[config.mk]
export PLATFORM = sky130hd
export DESIGN_NAME = wave_classifier
export DESIGN_NICKNAME = d
export VERILOG_FILES = /design/src/rtl/wave_classifier.sv
export SDC_FILE = /design/constraint.sdc
export NUM_CORES = 1
export LEC_CHECK = 0
export CAP_MARGIN = 20
export CORE_MARGIN = 5
export CORE_UTILIZATION = 52
export CTS_CLUSTER_SIZE = 8
export DETAILED_ROUTE_END_ITERATION = 10
export GPL_ROUTABILITY_DRIVEN = 0
export HOLD_SLACK_MARGIN = 0.05
export PLACE_DENSITY = 0.76
export SKIP_LAST_GASP = 1
export SLEW_MARGIN = 20
export SYNTH_ARGS = -nofsm -noshare
export SYNTH_HDL_FRONTEND = slang
export SYNTH_SLANG_ARGS = --single-unit
[constraint.sdc]
create_clock -name clk -period 2.8 [get_ports clk]
set_input_delay 0.56 -clock clk [delete_from_list [all_inputs] [get_ports clk]]
set_output_delay 0.56 -clock clk [all_outputs]
set_load 0.02 [all_outputs]
[src/rtl/wave_classifier.sv]
// -----------------------------------------------------------------------------
// wave_classifier
//
// Watches a 5-bit sample stream from a signal generator and decides whether it
// is a square, sawtooth or triangle wave. Once the stream is consistent with
// exactly one class for LOCK_CNT consecutive steps, the block locks and
// measures the period between successive anchor events of that class.
//
// Ports
//   clk         in   1  clock, all flops on rising edge
//   rst_n       in   1  asynchronous active-low reset
//   wave_en     in   1  sample qualifier; wave is only looked at while high
//   wave        in   5  unsigned sample 0..31
//   wave_type   out  2  0 square, 1 sawtooth, 2 triangle, 3 unknown
//   locked      out  1  high while wave_type holds a valid class
//   period      out  8  last measured period in samples, saturates at 255
//   period_vld  out  1  one-cycle pulse when period loads
//   err         out  1  one-cycle pulse when lock is lost
//
// State | meaning
// ------+----------------------------------------------------------------
// HUNT  | narrowing the hypothesis mask, no class reported
// LOCK  | one class confirmed; anchors of that class drive the period meter
// -----------------------------------------------------------------------------
module wave_classifier #(
    parameter int unsigned LOCK_CNT = 8
) (
    input  logic       clk,
    input  logic       rst_n,
    input  logic       wave_en,
    input  logic [4:0] wave,
    output logic [1:0] wave_type,
    output logic       locked,
    output logic [7:0] period,
    output logic       period_vld,
    output logic       err
);

    typedef enum logic {
        HUNT = 1'b0,
        LOCK = 1'b1
    } state_t;

    localparam logic [1:0] CLS_SQ      = 2'd0;
    localparam logic [1:0] CLS_SAW     = 2'd1;
    localparam logic [1:0] CLS_TRI     = 2'd2;
    localparam logic [1:0] CLS_UNKNOWN = 2'd3;

    state_t      state;
    logic [4:0]  prev;
    logic        prev_ok;
    logic        last_up;
    logic        dir_vld;
    logic [2:0]  mask;
    logic [3:0]  cnt;
    logic [7:0]  pcnt;
    logic        armed;

    logic [5:0]  d;
    logic        st_hold;
    logic        st_up;
    logic        st_dn;
    logic        st_jup;
    logic        st_jdn;
    logic        at_rail;
    logic        reversal;
    logic [2:0]  cons;
    logic [2:0]  anc;
    logic [2:0]  mask_and;
    logic [2:0]  mask_nxt;
    logic [3:0]  cnt_nxt;
    logic        one_hot;
    logic [1:0]  new_cls;
    logic        lock_hit;
    logic        cls_ok;
    logic        cls_anc;
    logic        anc_clr;
    logic [7:0]  pcnt_inc;

    // Pick bit i of a per-class vector; the "unknown" code selects nothing.
    function automatic logic sel_cls(input logic [2:0] v, input logic [1:0] i);
        logic r;
        r = 1'b0;
        case (i)
            CLS_SQ:  r = v[0];
            CLS_SAW: r = v[1];
            CLS_TRI: r = v[2];
            default: r = 1'b0;
        endcase
        return r;
    endfunction

    always_comb begin
        d        = {1'b0, wave} - {1'b0, prev};
        st_hold  = (d == 6'd0);
        st_up    = (d == 6'd1);
        st_dn    = (d == 6'h3f);
        st_jup   = (prev == 5'd0)  && (wave == 5'd31);
        st_jdn   = (prev == 5'd31) && (wave == 5'd0);
        at_rail  = (prev == 5'd0) || (prev == 5'd31);

        // A triangle may only turn around at the rails.
        reversal = dir_vld && ((st_up && !last_up) || (st_dn && last_up));

        cons[0]  = (st_hold && at_rail) || st_jup || st_jdn;
        cons[1]  = st_up || st_jdn;
        cons[2]  = (st_up || st_dn) && (!reversal || at_rail);

        anc[0]   = st_jup;
        anc[1]   = st_jdn;
        anc[2]   = st_up && (wave == 5'd31);

        mask_and = mask & cons;
        if (mask_and != 3'b000) begin
            mask_nxt = mask_and;
            cnt_nxt  = (cnt == 4'd15) ? 4'd15 : cnt + 4'd1;
        end else begin
            // Every hypothesis died: restart from what this step alone allows.
            mask_nxt = cons;
            cnt_nxt  = {3'b000, |cons};
        end

        one_hot = (mask_nxt == 3'b001) || (mask_nxt == 3'b010) || (mask_nxt == 3'b100);

        new_cls = CLS_SQ;
        if (mask_nxt[1]) begin
            new_cls = CLS_SAW;
        end else if (mask_nxt[2]) begin
            new_cls = CLS_TRI;
        end

        lock_hit = one_hot && (cnt_nxt >= 4'(LOCK_CNT));
        cls_ok   = sel_cls(cons, wave_type);
        cls_anc  = sel_cls(anc, wave_type);

        // While hunting there is no class yet, so any anchor restarts the
        // meter; the value is never reported before the first locked anchor.
        anc_clr  = (state == LOCK) ? cls_anc : |anc;
        pcnt_inc = (pcnt == 8'd255) ? 8'd255 : pcnt + 8'd1;
    end

    always_ff @(posedge clk or negedge rst_n) begin
        if (!rst_n) begin
            state      <= HUNT;
            prev       <= 5'd0;
            prev_ok    <= 1'b0;
            last_up    <= 1'b0;
            dir_vld    <= 1'b0;
            mask       <= 3'b111;
            cnt        <= 4'd0;
            pcnt       <= 8'd0;
            armed      <= 1'b0;
            wave_type  <= CLS_UNKNOWN;
            locked     <= 1'b0;
            period     <= 8'd0;
            period_vld <= 1'b0;
            err        <= 1'b0;
        end else begin
            period_vld <= 1'b0;
            err        <= 1'b0;
            if (wave_en) begin
                prev <= wave;
                if (!prev_ok) begin
                    prev_ok <= 1'b1;
                    pcnt    <= pcnt_inc;
                end else begin
                    if (st_up || st_dn) begin
                        last_up <= st_up;
                        dir_vld <= 1'b1;
                    end
                    pcnt <= anc_clr ? 8'd1 : pcnt_inc;
                    mask <= mask_nxt;
                    cnt  <= cnt_nxt;
                    case (state)
                        HUNT: begin
                            if (lock_hit) begin
                                state     <= LOCK;
                                locked    <= 1'b1;
                                wave_type <= new_cls;
                                // An anchor on the locking edge only restarts
                                // the meter; a full period has not been seen.
                                armed     <= 1'b0;
                            end
                        end
                        LOCK: begin
                            if (!cls_ok) begin
                                state     <= HUNT;
                                locked    <= 1'b0;
                                wave_type <= CLS_UNKNOWN;
                                err       <= 1'b1;
                                armed     <= 1'b0;
                            end else if (cls_anc) begin
                                if (armed) begin
                                    period     <= pcnt;
                                    period_vld <= 1'b1;
                                end
                                armed <= 1'b1;
                            end
                        end
                        default: state <= HUNT;
                    endcase
                end
            end
        end
    end

endmodule
* After elaboration in Yosys (flattened, before gate mapping) *
Index checks and enable logic that the tools add are counted.

cells by class
  add/sub/neg operators = 3
  magnitude comparators = 1
  equality and inequality tests = 14
  mux-type cells = 34
  bitwise gates (word level) = 2
  reduce and logical (&&, ||, !) cells = 32

operators with widths
  operator                                                               count
  8-bit two-way mux                                                      3
  1-bit two-way mux                                                      18
  5-bit equality test, second input constant                             2
  5-bit zero test                                                        2
  1-bit logical AND                                                      9
  1-bit logical OR                                                       9
  8-bit by 1-bit adder with 8-bit output, second input constant          1
  8-bit equality test, second input constant                             1
  2-bit two-way mux                                                      4
  4-bit two-way mux                                                      2
  4-bit AND reduction                                                    2
  6-bit by 1-bit equality test with 1-bit output, second input constant  1
  6-bit equality test, second input constant                             1
  6-bit zero test                                                        1
  1-bit one-hot mux with 2 select lines                                  3
  1-bit one-hot mux with 3 select lines                                  2
  6-bit AND reduction                                                    1
  3-bit OR reduction                                                     2
  5-bit by 5-bit subtractor with 6-bit output                            1
  4-bit by 1-bit adder with 4-bit output, second input constant          1
  4-bit equality test, second input constant                             1
  4-bit >= comparator, second input constant                             1
  2-bit inequality test, second input constant                           2
  2-bit one-hot mux with 2 select lines                                  1
  14 further kinds                                                       15

word-level totals
  bits in registers = 38
  input port bits = 8
  output and inout port bits = 13
  word-level logic and storage cells = 100

* Logic depth before layout (Yosys ltp) *
  word-level depth = 17
  gate-level depth with buffers = 13
  depth with buffers taken out = 12

* Worst setup path after synthesis *
No wires, ideal clock.

  kind = in2reg
  start = in wave[0]
  end = reg period[0]
  setup time = 125 ps
  arrival = 2,993 ps
  required time = 2,675 ps
  path slack = -318 ps
  cell stages on the path = 12
  path buffers = 0
  path through = inv_1 -> ha_1 -> inv_1 -> fa_1 -> xor2_1 -> nor4b_1 -> mux2_4 -> nand4_2 -> a211oi_1 -> a211oi_4 -> nor2_8 -> mux2_4

between the ends
  word-level cells in the longest chain between the ends = 10
  elaborated cells between the ends (all ways) = 24
  classes of those cells = add/sub (1); eq/ne (3); mux (2); reduce/logical (18)

ends and longest elaborated chain
  what                                                                                   RTL line  text
  start: declaration                                                                     31        input logic [4:0] wave,
  5-bit by 5-bit subtractor with 6-bit output                                            94        d = {1'b0, wave} - {1'b0, prev};
  6-bit by 1-bit equality test with 1-bit output or 6-bit equality test (tied branches)  96, 97
  1-bit logical AND                                                                      103       reversal = dir_vld && ((st_up && !last_up) || (st_dn && last_up));
  1-bit logical OR                                                                       103
  1-bit logical AND                                                                      103
  1-bit zero test                                                                        107       cons[2] = (st_up || st_dn) && (!reversal || at_rail);
  1-bit logical OR                                                                       107
  1-bit logical AND                                                                      107
  1-bit one-hot mux with 3 select lines                                                  84        case (i)
  6-bit AND reduction (no source line) (*)                                               n/a
  end signal: assignment                                                                 194       period <= pcnt;
  end: declaration                                                                       34        output logic [7:0] period,

Every way passes the cells marked *; elsewhere a longest branch is shown, timed or not.
A chain may end at the register's enable or synchronous reset.

* Worst setup path after layout *
  start = in wave[0]
  end = reg period[7]

The elaborated chain is that of the path after synthesis.

==> summary.txt <==
Worst setup path
  – Crit path max fanout: 4
  – R2r startpoint: prev[0]$_DFFE_PN0P_
  – Cell Chain, Critical Path: buf_8, inv_12, ha_4, inv_2, fa_2, a211oi_2, nor2_2, xor2_2, buf_4, nand4_4, a2111oi_4, a211oi_4, nor2_4, mux2_4
  – Slowest stage cell, crit path: a2111oi_4
  – CP Class: primary input to flop
  – Reg2reg setup slack: -200 ps
  – Worst path bufs/invs: 4
  – Worst Path Arrival: 3190 ps
  – Crit. End Element: flop
  – Worst R2R Path Depth: 12
  – WP data required: 2970 ps
  – Worst setup SP type: primary input
  – Worst R2R End: period[7]$_DFFE_PN0P_
  – Slowest stage delay, CP: 420 ps
  – Top Family by Delay on Critical Path: compound AO/OA/AOI/OAI gates

CTS
  – H-tree depth: 2
  – Clk root buf: clkbuf_8
  – CTS buffer count: 5
  – CTS Sinks: 38
  – Clk Latency, worst-skew pair: 290 ps
  – CTS tree: done
  – Clock buffer depth: 2
  – Clock slew at reported path FFs: 90 ps
  – CTS Hold Bufs: 0

Cells and area
  – Final instance area: 3440 µm²
  – Utilization after layout: 73.9%
  – Non-Filler Instances: 377
  – NumNets Final: 338
  – Multi-input gate area: 1640 µm²
  – Area grow syn2layout: 39.4%
  – Antenna cell count: 0
  – Seq. cell area: 957 µm²
  – Fillcell total: 311
  – Layout cell share with drive strength beyond 1: 41.2%

STA
  – Peak Freq: 331 MHz
  – Period utilisation layout: 108%
  – Final setup fails: 17
  – Slew Limit Fails: 0
  – Slew margin rel.: 45.7%
  – Hold Vio Cnt, Final: 0
  – Final Critical Period: 3020 ps
  – Clock skew: 12.5 ps
  – Least-Margin Pin Slew: 815 ps
  – RSZ-0062 raised after global routing: true
  – Final WS setup: -218 ps

GRT
  – Met1 Usage GRT: 26.3%
  – Largest net degree at the start of global routing: 39
  – GRT Total Usage: 21.1%
  – Met3 Usage GRT: 4.88%
  – GRT overflow: 0
  – Initial antenna violation count: 0
  – Vias in the first global route: 2216
  – GR peak layer: met2
  – First-pass GRT wire length: 10.4 mm
  – GR Util met2: 36.2%

Place
  – Post-DP Area: 3080 µm²
  – PortBufs: 20
  – Pre-CTS setup slack: -978 ps
  – Cells after DPL: 356
  – Detailed placement HPWL: 4.34 mm

Logic synthesis
  – Post-synthesis mux area share: 7.24%
  – Largest family of logic cells by synthesized area: simple AND/OR/NAND/NOR gates
  – Post-synth top flop: dfrtp_1
  – FFs w/ async S/R, synth: 100%
  – #FFs+latches synth: 38
  – Synth warn: 0
  – Synthesized Nets: 262
  – Simple-Gate Fraction of Synth Area: 22.1%
  – Syn Inst Count: 246
  – Number of synthesized flops with an enable pin: 0
  – Part of the Yosys area used for sequential elements: 38.8%
  – XOR/XNOR share of the synthesized area: 2.03%
  – Compound-gate portion of the synthesized area: 22.0%
  – Fraction of the mapped netlist area in adder cells: 4.36%
  – Syn_area_per_cell: 10.0 µm²
  – Post-Syn Area: 2470 µm²
  – Distinct cell type count after synthesis: 63

Floorplanning
  – Die area: 6230 µm²
  – Core box area: 4660 µm²
  – FP Rows: 25
  – Starting Density: 53.0%
  – Num ports: 21
  – Die Span Y: 78.9 µm
  – Die X: 78.9 µm

Pwr
  – Max VDD drop: 0.415 mV
  – Pwr/cell area: 504 nW/µm²
  – LEAKAGE: 1.48 nW

Run
  – Max_cap viols: 0

Drt
  – Vias: 2234
  – Routed wire length: 6.32 mm
  – WL/cell: 16.8 µm
  – Drc violations: 0
  – Initial drt markers: 144
  – DR pass1 iterations: 5
  – Final ANT Viol Nets: 0
  – Vias/cell: 5.93

Min path
  – Worst Hold Class: primary input to asynchronous set/reset pin

Outcome
  – Status: complete, but fails checks
  – Failing checks: negative setup slack
[what timing repair did]
action / 4_1_cts / 5_1_grt
buffers inserted: 4 / 8
setup endpoints to repair: 31 / 27
cloned: 1 / 0
pin swaps: 19 / 19
endpoints found under the hold margin: 0 / 0
resized for setup: 21 / 20
[through the flow]
step,hold WS [ps],power (mW),TNS (ps)
2_1_floorplan,264,1.06,-1340
3_3_place_gp,486,1.22,-23520
3_5_place_dp,491,1.25,-25450
4_1_cts,386,1.68,-2480
5_1_grt,431,1.83,-5080
6_report,346,1.73,-2830
[synthesized netlist by cell type, types with 2 or more instances]
| cell | n | area share, % |
|---|---|---|
| dfstp_2 | 5 | 5.3 |
| and4_1 | 2 | 0.71 |
| a211oi_1 | 4 | 1.2 |
| nand4b_1 | 2 | 0.71 |
| xor2_1 | 2 | 0.71 |
| clkbuf_1 | 3 | 0.46 |
| or2_2 | 3 | 0.76 |
| o21ai_0 | 13 | 2.6 |
| nand4_1 | 5 | 1.3 |
| o22ai_1 | 2 | 0.51 |
| mux2_2 | 3 | 1.4 |
| dfrtp_1 | 33 | 33 |
| ha_1 | 7 | 3.5 |
| a21o_1 | 3 | 0.91 |
| nand2_1 | 24 | 3.6 |
| nor3b_1 | 2 | 0.61 |
| nor2_1 | 21 | 3.2 |
| and3_1 | 3 | 0.76 |
| and2_1 | 3 | 0.76 |
| inv_1 | 16 | 2.4 |
| a41oi_1 | 3 | 1.1 |
| o221ai_1 | 2 | 0.71 |
| nor4b_1 | 2 | 0.71 |
| o211ai_1 | 3 | 0.91 |
| a31oi_1 | 5 | 1.3 |
| xor2_2 | 2 | 1.3 |
| nand3_1 | 11 | 2.2 |
| a211oi_2 | 2 | 1.0 |
| a21oi_1 | 12 | 2.4 |
| mux2_4 | 9 | 5.5 |
| nor3_1 | 6 | 1.2 |
| nor2_2 | 2 | 0.51 |
[flip-flops by register name, summed over array words and instances, names as in the netlist]
| name | cells |
|---|---|
| pcnt | 8 |
| period | 8 |
| prev | 5 |
| cnt | 4 |
| mask | 3 |
| wave_type | 2 |
| armed | 1 |
| dir_vld | 1 |
| err | 1 |
| last_up | 1 |
| locked | 1 |
| period_vld | 1 |
| prev_ok | 1 |
| state | 1 |
[report_power, final]
group	total, mW	switching [mW]	leakage [nW]	internal, mW
combinational	0.598	0.317	0.953	0.281
sequential	0.736	0.106	0.484	0.630
clock	0.400	0.202	0.0472	0.198
total	1.73	0.624	1.48	1.11
[cell families (layout without fill, tap and decap cells)]
| logic type | after synthesis | in the layout |
|---|---|---|
| compound gates | 66 | 66 |
| xor+xnor | 4 | 4 |
| buf+inv | 21 | 97 |
| mux | 13 | 13 |
| flops | 38 | 38 |
| simple gates | 96 | 97 |
| fa+ha+maj | 8 | 8 |
[cells in the final DEF, fill, tap and decap left out, types with 3 or more instances in the layout]
master,instances
o21ai_0,12
nand4_1,5
inv_1,14
a21oi_2,3
ha_4,4
buf_4,48
ha_1,3
clkdlybuf4s50_1,15
a31oi_1,5
a211oi_1,3
nand2_1,24
and3_1,3
o211ai_1,3
clkbuf_8,6
a21oi_1,10
nor3_1,4
mux2_4,11
a21o_1,3
buf_6,4
dfstp_2,5
dfrtp_1,33
nand3_1,9
nor2_1,21
[metal layers]
layer | wire length, µm | up-vias
met4 | 68 | 0
met5 | 0 | -
met1 | 2760 | 1093
met3 | 258 | 9
met2 | 3240 | 68
li1 | - | 1064
[final cells by class]
cell class / count / area share (%)
multi-input cells: 188 / 47.7
clock buffers: 6 / 2.40
repair buffers: 72 / 17.6
inverters: 17 / 2.22
well taps: 54 / 1.96
flip-flops and latches: 38 / 27.8
clock inverters: 2 / 0.363
[worst max-delay path by stage]
stage	start	end	slack, ps	depth (start not counted)
after global routing	prev[0]$_DFFE_PN0P_	wave_type[0]$_DFFE_PN1P_	-320	12
final	wave[0]	period[7]$_DFFE_PN0P_	-220	14
after floorplan	wave[0]	period[0]$_DFFE_PN0P_	-160	12
after CTS	wave[0]	armed$_DFFE_PN0P_	-190	14
after detailed placement	wave[0]	armed$_DFFE_PN0P_	-980	14
after global placement	wave[0]	armed$_DFFE_PN0P_	-930	14
(Power assumes the default switching activity.)
